[src/rtl/cache_controller_pkg.sv]
// Shared definitions for the data-cache controller and its SRAM-side peers:
// FSM state encoding, data-memory base address and the line merge helper.
package cache_controller_pkg;

  localparam logic [31:0] CC_BASE_ADDR = 32'd1024;

  localparam logic [2:0] ST_IDLE      = 3'd0;
  localparam logic [2:0] ST_READ_MISS = 3'd1;
  localparam logic [2:0] ST_FILL      = 3'd2;
  localparam logic [2:0] ST_WR_PEEK   = 3'd3;
  localparam logic [2:0] ST_WR_SRAM   = 3'd4;
  localparam logic [2:0] ST_WR_UPD    = 3'd5;

  // Place the store word in the slot picked by address bit 2, sibling in the other.
  function automatic logic [63:0] merge_line(input logic        hi_slot,
                                             input logic [31:0] store_word,
                                             input logic [31:0] sibling_word);
    if (hi_slot) begin
      merge_line = {store_word, sibling_word};
    end else begin
      merge_line = {sibling_word, store_word};
    end
  endfunction

endpackage

[src/rtl/cache_controller.sv]
// Two-word-line data cache controller: zero-wait read hits, SRAM line fill on
// read miss, write-through with optional line update on write hit.
module cache_controller
  import cache_controller_pkg::*;
#(
  parameter logic [31:0] BASE_ADDR = CC_BASE_ADDR
) (
  input  logic        clk,
  input  logic        rst,
  input  logic        mem_r_en,
  input  logic        mem_w_en,
  input  logic [31:0] address,
  input  logic [31:0] w_data,
  output logic        ready,
  output logic [31:0] r_data,
  output logic [18:0] cache_address,
  input  logic        cache_hit,
  input  logic [31:0] cache_out_data,
  output logic        cache_en_write,
  output logic        cache_update_data,
  output logic [31:0] cache_in_data1,
  output logic [31:0] cache_in_data2,
  output logic        sram_r_en,
  output logic        sram_w_en,
  output logic [31:0] sram_address,
  output logic [31:0] sram_w_data,
  input  logic        sram_ready,
  input  logic [63:0] sram_r_data
);

  logic [2:0]  state_r;
  logic [2:0]  state_nxt_s;
  logic [63:0] line_r;
  logic [31:0] sibling_r;
  logic        write_hit_r;
  logic        cache_en_write_r;
  logic        cache_update_data_r;
  logic [18:0] offset_s;

  // Next-state selection; a simultaneous read and write request is a write.
  always_comb begin
    state_nxt_s = state_r;
    case (state_r)
      ST_IDLE: begin
        if (mem_w_en) begin
          state_nxt_s = ST_WR_PEEK;
        end else if (mem_r_en && !cache_hit) begin
          state_nxt_s = ST_READ_MISS;
        end else begin
          state_nxt_s = ST_IDLE;
        end
      end
      ST_READ_MISS: begin
        if (sram_ready) begin
          state_nxt_s = ST_FILL;
        end else begin
          state_nxt_s = ST_READ_MISS;
        end
      end
      ST_FILL:    state_nxt_s = ST_IDLE;
      ST_WR_PEEK: state_nxt_s = ST_WR_SRAM;
      ST_WR_SRAM: begin
        if (sram_ready) begin
          state_nxt_s = ST_WR_UPD;
        end else begin
          state_nxt_s = ST_WR_SRAM;
        end
      end
      ST_WR_UPD:  state_nxt_s = ST_IDLE;
      default:    state_nxt_s = ST_IDLE;
    endcase
  end

  // State, line/sibling capture and the registered cache write strobes.
  always_ff @(posedge clk) begin
    if (!rst) begin
      state_r             <= ST_IDLE;
      line_r              <= 64'd0;
      sibling_r           <= 32'd0;
      write_hit_r         <= 1'b0;
      cache_en_write_r    <= 1'b0;
      cache_update_data_r <= 1'b0;
    end else begin
      state_r             <= state_nxt_s;
      cache_en_write_r    <= 1'b0;
      cache_update_data_r <= 1'b0;
      case (state_r)
        ST_IDLE: begin
          if (mem_w_en) begin
            write_hit_r <= cache_hit;
          end
        end
        ST_READ_MISS: begin
          if (sram_ready) begin
            line_r           <= sram_r_data;
            cache_en_write_r <= 1'b1;
          end
        end
        ST_WR_PEEK: sibling_r <= cache_out_data;
        ST_WR_SRAM: begin
          if (sram_ready) begin
            line_r              <= merge_line(address[2], w_data, sibling_r);
            cache_en_write_r    <= write_hit_r;
            cache_update_data_r <= 1'b1;
          end
        end
        default: begin
          line_r <= line_r;
        end
      endcase
    end
  end

  // Peek reads the other word of the same line by flipping the word-select bit.
  always_comb begin
    offset_s = address[18:0] - BASE_ADDR[18:0];
    if (state_r == ST_WR_PEEK) begin
      cache_address = offset_s ^ 19'h00004;
    end else begin
      cache_address = offset_s;
    end
  end

  // Requester handshake: reset and idle both report ready with zero data.
  always_comb begin
    ready  = 1'b1;
    r_data = 32'd0;
    if (!rst) begin
      ready  = 1'b1;
      r_data = 32'd0;
    end else begin
      case (state_r)
        ST_IDLE: begin
          if (mem_w_en) begin
            ready = 1'b0;
          end else if (mem_r_en) begin
            ready  = cache_hit;
            r_data = cache_hit ? cache_out_data : 32'd0;
          end else begin
            ready = 1'b1;
          end
        end
        ST_READ_MISS, ST_WR_PEEK, ST_WR_SRAM: ready = 1'b0;
        ST_FILL: begin
          ready  = 1'b1;
          r_data = address[2] ? line_r[63:32] : line_r[31:0];
        end
        ST_WR_UPD: ready = 1'b1;
        default:   ready = 1'b1;
      endcase
    end
  end

  // SRAM side: aligned line fetch on read miss, word write-through on stores.
  always_comb begin
    sram_r_en    = 1'b0;
    sram_w_en    = 1'b0;
    sram_address = 32'd0;
    sram_w_data  = 32'd0;
    if (!rst) begin
      sram_r_en = 1'b0;
      sram_w_en = 1'b0;
    end else begin
      case (state_r)
        ST_READ_MISS: begin
          sram_r_en    = 1'b1;
          sram_address = {address[31:3], 3'b000};
        end
        ST_WR_SRAM: begin
          sram_w_en    = 1'b1;
          sram_address = address;
          sram_w_data  = w_data;
        end
        default: begin
          sram_r_en = 1'b0;
          sram_w_en = 1'b0;
        end
      endcase
    end
  end

  assign cache_en_write    = cache_en_write_r & rst;
  assign cache_update_data = cache_update_data_r & rst;
  assign cache_in_data1    = line_r[31:0];
  assign cache_in_data2    = line_r[63:32];

endmodule
[config.mk]
export PLATFORM = sky130hd
export DESIGN_NAME = cache_controller
export DESIGN_NICKNAME = d
export VERILOG_FILES = /design/src/rtl/cache_controller_pkg.sv /design/src/rtl/cache_controller.sv
export SDC_FILE = /design/constraint.sdc
export NUM_CORES = 1
export LEC_CHECK = 0
export CAP_MARGIN = 25
export CORE_MARGIN = 5
export CORE_UTILIZATION = 40
export DETAILED_ROUTE_END_ITERATION = 12
export PLACE_DENSITY = 0.91
export RECOVER_POWER = 100
export SYNTH_ARGS = -nofsm -noshare
export SYNTH_HDL_FRONTEND = slang
export SYNTH_SLANG_ARGS = --single-unit
[constraint.sdc]
create_clock -name clk -period 2 [get_ports clk]
set_input_delay 0.3 -clock clk [delete_from_list [all_inputs] [get_ports clk]]
set_output_delay 0.3 -clock clk [all_outputs]
set_load 0.1 [all_outputs]
# After elaboration in Yosys (flattened, before gate mapping)

Index checks and enable logic that the tools add are counted.

Add/subtract/negate cells: 1
Multipliers: 0
Div/mod/pow operators: 0
Magnitude comparators: 0
Eq/ne operators: 6
Shifts and indexed selects: 0
Multiplexer cells: 31
Bitwise gates (word level): 3
Reductions and logical operators: 8

Operator list:

| kind                                                | count |
|---|---|
| two-way mux 32 bit                                  | 8 |
| two-way mux 64 bit                                  | 3 |
| case mux 32 bit (2 select lines)                    | 2 |
| case mux 64 bit (2 select lines)                    | 1 |
| subtractor 19 x 11 -> 19 bit, second input constant | 1 |
| case mux 3 bit (4 select lines)                     | 1 |
| two-way mux 1 bit                                   | 11 |
| == test 3 x 2 -> 1 bit, second input constant       | 2 |
| two-way mux 2 bit                                   | 2 |
| inequality test 2 bit, second input constant        | 2 |
| case mux 1 bit (2 select lines)                     | 2 |
| AND reduction 2 bit                                 | 2 |
| == test 3 x 1 -> 1 bit, second input constant       | 1 |
| == test 3 bit, second input constant                | 1 |
| logical NOT 3 bit                                   | 1 |
| two-way mux 3 bit                                   | 1 |
| AND reduction 3 bit                                 | 1 |
| OR reduction 3 bit                                  | 1 |
| bitwise AND 1 bit                                   | 2 |
| nonzero test 2 bit                                  | 1 |
| logical AND 1 bit                                   | 1 |
| logical NOT 1 bit                                   | 1 |
| NOT 1 bit                                           | 1 |

Register bits after elaboration: 102
Latch bits: 0
Memory bits (writable): 0
Bits in read-only memories: 0
Logic and storage cells: 55
Memories: 0

# Logic depth before layout (Yosys ltp)

Depth in word-level cells: 5
Depth in mapped cells: 6
Depth with buffers taken out: 5

# Worst setup path after synthesis

No wires, ideal clock.

Path type: input port to output port
Start point: input port address[10]
End point: output port cache_address[14]
Arrival time: 3.167 ns
Data required time: 1.700 ns
Path slack: -1.467 ns
Cell stages on the path: 5
Buffers on the path: 0
Path through: inv_1 > ha_1 > inv_1 > or3_1 > xnor2_1

Longest elaborated chain between the ends: 1

Ends and longest elaborated chain:

| what                         | line                    | text |
|---|---|---|
| start, declared              | cache_controller.sv:12  | `input logic [31:0] address,` |
| subtractor 19 x 11 -> 19 bit | cache_controller.sv:116 | `offset_s = address[18:0] - BASE_ADDR[18:0];` |
| end, declared                | cache_controller.sv:16  | `output logic [18:0] cache_address,` |

Every way passes these cells.

# Worst setup path in the final report

Start point: register state_r[1]
End point: output port r_data[28]

Longest elaborated chain between the ends: 3

Ends and longest elaborated chain:

| what                                                        | line                    | text |
|---|---|---|
| start, declared                                             | cache_controller.sv:31  | `logic [2:0] state_r;` |
| start signal, assigned                                      | cache_controller.sv:84  | `state_r <= state_nxt_s;` |
| == test 3 x 2 -> 1 bit or logical NOT 3 bit (tied branches) | cache_controller.sv:132 | `case (state_r)` |
| case mux 32 bit (2 select lines) (*)                        | cache_controller.sv:132 |  |
| two-way mux 32 bit (*)                                      | cache_controller.sv:128 | `if (!rst) begin` |
| end, declared                                               | cache_controller.sv:15  | `output logic [31:0] r_data,` |

Every way passes the cells marked *; elsewhere a longest branch is shown, timed or not.

==> flow_summary.ini <==
[global_route]
grt_pass1_wl_mm = 45.1
globalRouteTotalUtil_pct = 29.4
number_of_global_route_vias_before_repair = 7767
grt_overflow_total = 0
grt_antenna_before_repair = 2
pin_count_of_the_biggest_net_entering_global_routing = 43

[power]
clock_power_share_pct = 26.5
net-switching-power_uw = 2960
power_frac_seq_pct = 30.3
cellLeakagePower_uw = 0.00489
p_int_uw = 4430
ir_drop_uv = 415
p_per_area_nw_per_um2 = 565
swShare_pct = 40.0
power_frac_comb_pct = 43.2

[setup_path]
class_of_the_most_critical_setup_path = reg2out
worst_setup_path_end_kind = output port
cp.arrival_ns = 2.03
critical_path.top_delay_family = buffers and inverters
peak_per_stage_delay_on_the_critical_path_ns = 0.33
crit_path_top_delay_cell = sky130_fd_sc_hd__dfxtp_2
path_cells = buf_6 > nor4bb_4 > buf_6 > buf_12 > buf_16 > a32oi_1 > nor2_4 > buf_12
startpoint_kind_of_the_worst_setup_timing_path = flip-flop
worstPathRequired_ns = 1.70
worst-path-buf-inv = 5
crit_fanout = 8

[route]
drtAntennaViolNets = 0
drt-total-wl_mm = 31.9
routed-via-count = 7244
vias_per_cell = 5.67
drt_pass1_iterations = 5
wl_per_cell_um = 24.9
drc = 0
drtIter0Drc = 379

[sta]
finalCriticalPeriod_ns = 2.33
maxClockFrequency_mhz = 429
setup_repair_after_global_routing_missed_its_margin = yes
final.period_utilization_pct = 116
hold_viol_final = 0
tightestPinTransition_ns = 0.617
fin_worst_setup_slack_ns = -0.329
final.setup.tns_ns = -19.43
clock-skew-final_ns = 0.00812
maxSlewViolCount = 0
slew_headroom_pct = 58.8
report.final.setup_viol = 105

[die]
fp.coreArea_um2 = 16500
floorplan.initialDensity_pct = 40.4
die_area_um2 = 19300
fp.dieH_um = 139
floorplan.die.width_um = 139
row_count = 47
design.portCount = 350

[synth]
yosysSeqAreaShare_pct = 30.7
ys.flop_type = sky130_fd_sc_hd__dfxtp_1
synth-edff-count = 0
synthDistinctLibCells = 41
postSynth.asyncResetShare_pct = 0
postSynthNetCount = 851
mappedNetlistArea_um2 = 6660
cells_after_synth = 684
syn_area_cell_um2 = 9.74
synth-seq-cells = 102
warnings_synthesis = 0

[cts]
cts_root_buffer = sky130_fd_sc_hd__clkbuf_16
clock_insertion_delay_worst_skew_ns = 0.35
tritoncts_clock_tree = yes
ctsLongestPathBuffers = 2
clk_pin_slew_worst_paths_ns = 0.07
cts_sinks = 102
cts_made_buffers = 9
ctsHtreeMaxLevel = 3

[place]
port-buffer-count = 349
post_dp_hpwl_mm = 21.3
placed_cells = 1232
placed_cell_area_um2 = 12300
gp_congestion = 0.871

[status]
failed_checks = negative setup slack
outcome = complete, but fails checks

[final_layout]
number_of_standard_cells_in_the_layout_taps_in_and_fillers_out = 1278
final_area_um2 = 13100
finalNetCount = 1218
syn2layout_area_growth_pct = 96.4
drive_above_1_share_pct = 59.4

[hold_path]
path_type_of_the_worst_min_delay_path = in2reg

[job]
max_cap_violations = 0
## worst reg2reg max path, cell delays in order (launching register included)
cell and delay [ns]:
sky130_fd_sc_hd__dfxtp_2 0.33, sky130_fd_sc_hd__buf_6 0.12, sky130_fd_sc_hd__buf_4 0.15, sky130_fd_sc_hd__buf_6 0.12, sky130_fd_sc_hd__nor3b_4 0.19, sky130_fd_sc_hd__buf_4 0.13, sky130_fd_sc_hd__buf_4 0.48, sky130_fd_sc_hd__mux2i_1 0.39
sky130_fd_sc_hd__o2bb2ai_2 0.09
## final cells by class
| class | instances | area (um2) |
|---|---|---|
| flip-flops and latches | 102 | 2120 |
| inverters | 8 | 35.0 |
| clock inverters | 5 | 82.6 |
| fillers | 908 | 3390 |
| well taps | 220 | 275 |
| diodes | 2 | 5.00 |
| repair buffers | 430 | 5160 |
| clock buffers | 11 | 243 |
| multi-input cells | 500 | 5150 |
## layout by cell type, fill, tap and decap left out, drive strengths merged, types with 4 or more instances in the layout
cell           netlist  layout
a21boi              32      32
a32oi               32      32
and2                64      64
buf                 43     187
clkbuf              31      94
clkdlybuf4s50        0     155
dfxtp              102     102
inv                  8       6
mux2                96      96
mux2i               65      65
nand2               68      68
nor2                37      37
nor3                 4       4
o2bb2ai             64      64
xor2                 5       5
## flip-flops by register name, summed over array words and instances (netlist names)
register and flops:
cache_en_write_r 1, cache_update_data_r 1, line_r 64, sibling_r 32
state_r 3, write_hit_r 1
## what timing repair did
item / CTS / global route
endpoints found under the setup margin: 102 / 73
hold buffers: 0 / 0
buffers inserted: 11 / 8
pin swaps: 41 / 18
gates cloned: 3 / 7
resized for setup: 78 / 42
## kinds of logic (layout without fill, tap and decap cells)
| logic type | count (synthesis) | after routing | synth area share [%] |
|---|---|---|---|
| buffers and inverters | 82 | 454 | 6.58 |
| muxes | 161 | 161 | 26.0 |
| AOI/OAI and AO/OA | 137 | 137 | 21.0 |
| xor gates and xnor gates | 8 | 8 | 1.05 |
| DFF | 102 | 102 | 30.7 |
| other | 0 | 2 | 0 |
| adders and majority gates | 1 | 1 | 0.188 |
| and+or+nand+nor | 193 | 193 | 14.5 |
## synthesized netlist by cell type, drive strengths merged (4+ instances only)
| cell type | count | area, um2 |
|---|---|---|
| and2 | 64 | 400 |
| inv | 8 | 30.0 |
| nor3 | 4 | 25.0 |
| a32oi | 32 | 280 |
| nand2 | 68 | 255 |
| mux2 | 96 | 1080 |
| o2bb2ai | 64 | 811 |
| a21boi | 32 | 240 |
| dfxtp | 102 | 2040 |
| clkbuf | 31 | 116 |
| nor2 | 37 | 139 |
| xor2 | 5 | 43.8 |
| mux2i | 65 | 651 |
| buf | 43 | 292 |
## metrics by stage
| step | worst slack (ns) | util (%) | total power, uW | hold WS [ns] |
|---|---|---|---|---|
| final | -0.329 | 79.4 | 7380 | 0.374 |
| after global routing | -0.372 | 79.4 | 7580 | 0.380 |
| after CTS | -0.282 | 79.7 | 7400 | 0.469 |
| after detailed placement | -0.395 | 74.4 | 5290 | 0.454 |
| after global placement | -0.346 | 74.4 | 5230 | 0.446 |
| after floorplan | -0.251 | - | 4140 | 0.445 |
## layer usage
layer / wire, um / vias up / GRT usage (%)
met1: 11400 / 3551 / 31.9
met3: 2420 / 74 / 7.59
met5: 0 / - / 0
met4: 1220 / 0 / 12.8
met2: 16900 / 401 / 53.6
li1: - / 3218 / -
## power groups by stage
stage | sequential [uW] | combinational (uW) | clock (uW)
floorplan | 2760 | 1380 | 0
global placement | 2270 | 2960 | 0
detailed placement | 2280 | 3020 | 0
CTS | 2230 | 3200 | 1970
global route | 2250 | 3280 | 2050
finish | 2240 | 3190 | 1960
## final timing paths
check | endpoint | cells past startpoint | start | slack (ns)
max reg2reg | line_r[56]$_SDFFE_PN0P_ | 8 | state_r[1]$_SDFF_PN0_ | -0.11
min reg2reg | line_r[27]$_SDFFE_PN0P_ | 1 | line_r[27]$_SDFFE_PN0P_ | 0.47
max | r_data[28] | 8 | state_r[1]$_SDFF_PN0_ | -0.33
min | cache_en_write_r$_SDFF_PN0_ | 4 | rst | 0.37
Power figures use the tool's default switching activity.
==> variant (same settings) <==
Make the reset (`rst`) asynchronous in one clocked block.
--- a/src/rtl/cache_controller.sv
+++ b/src/rtl/cache_controller.sv
@@ -72,7 +72,7 @@
   end
 
   // State, line/sibling capture and the registered cache write strobes.
-  always_ff @(posedge clk) begin
+  always_ff @(posedge clk or negedge rst) begin
     if (!rst) begin
       state_r             <= ST_IDLE;
       line_r              <= 64'd0;
Function: differs if rst is asserted again (counterexample within 4 cycles, from zero or initial values and one cycle with rst low); with rst held inactive, the same outputs for 4 cycles.
==> variant against the unedited design <==
- the flow still finishes with violations (setup timing)
- clock skew increased by 0.0023 ns
- core utilization decreased by 0.10 points
- cell area increased by 9.3%
- sequential cell count unchanged
- wire length decreased by 2.2%
- synthesized area increased by 10%
- setup slack improved by 0.14 ns
- highest routed layer unchanged
Power is not compared: it rests on default switching activity, and its combinational part moved more than twofold at a synthesized area within 25%.
==> variant: results <==
set metrics [dict create \
    tapCellCount 229 \
    wl_per_cell_microns 25.36 \
    violations "setup timing" \
    buf_share_pct 40.35 \
    inv_count 3 \
    routabilityCongestion 0.8582 \
    hp-class "input pin to asynchronous set/reset pin" \
    r2r_slack_ns -0.03 \
    wl_met3_mm 2.410 \
    dp_hpwl_mm 21.26 \
    path_max_fanout 14 \
    wl_met1_mm 11.36 \
    setup_viol 114 \
    relSlewSlack_pct 71.75 \
    synthArstFlopShare_pct 100.0 \
    multi_input_cells 437 \
    slowest_stage "dfrtp_1" \
    yosys.cell_types.count 36 \
    drt_first_pass_iters 4 \
    clk_share_pct 2.214 \
    cts.path.max_buffers 2 \
    seq_cells 102 \
    synth_nets 772 \
    regArea_sq_um 2635 \
    gr-usage-all-layers_pct 27.22 \
    cp.arrival_ns 1.89 \
    setup_slack_ns -0.1887 \
    drive_gt1_share_pct 76.62 \
    vias 6912 \
    fin_nets 1163 \
    synthTopCellsByArea "dfrtp_1 (35%), mux2_2 (27%), mux2_4 (16%)" \
    tns_ns -13.15 \
    antenna_found_initial 0 \
    use_met1_pct 30.14 \
    synthMuxAreaShare_pct 43.62 \
    clock_buffers 10 \
    place_ws_ns -0.2429 \
    synth_compound_area_share_pct 4.612 \
    synth_common_cells "mux2_2 (178), dfrtp_1 (102), mux2_4 (78), nor2_1 (39), and3_1 (35)" \
    grt_max_degree 47 \
    reg2reg_from "state_r[0]$_DFF_PN0_" \
    synth_adder_area_share_pct 0.1702 \
    dr_wl_met2_mm 16.51 \
    fillers 911 \
    grt_pass1_wl_mm 46.11 \
    p_leak_nw 5.804 \
    status "finished, violations left" \
    final_area_sq_um 14300 \
    cp-endpoint "r_data[23]" \
    signal_buffers 443 \
    synthXorXnorAreaFrac_pct 0.8339 \
    use_met2_pct 50.39 \
    multiInputGateArea_sq_um 5273 \
    r2r-end "line_r[33]$_DFFE_PN0P_" \
    antenna_cells 0 \
    placed_area_sq_um 12960 \
]
## variant: cell count changes in the layout (fill, tap and decap cells not counted), moves of 64 or more
cell / unedited run / this run
mux2_2: 96 / 171
nand2_1: 67 / 3
mux2_4: 0 / 85
clkbuf_2: 76 / 2
dfrtp_2: 0 / 66
dfxtp_2: 65 / 0
## variant: power groups by stage
stage          logic, W  clock network (W)  registers [W]
4_1_cts          0.0160            0.00195        0.00421
6_report         0.0163            0.00191        0.00429
3_5_place_dp     0.0150                  0        0.00425
2_1_floorplan   0.00624                  0        0.00875
5_1_grt          0.0168            0.00203        0.00441
3_3_place_gp     0.0147                  0        0.00416
## variant: repair_timing
item / CTS / global route
pin swaps: 14 / 12
gates cloned: 8 / 5
resized for setup: 99 / 48
endpoints found under the hold margin: 8 / 0
hold buffers: 1 / 0
buffers inserted: 26 / 11
endpoints found under the setup margin: 104 / 145
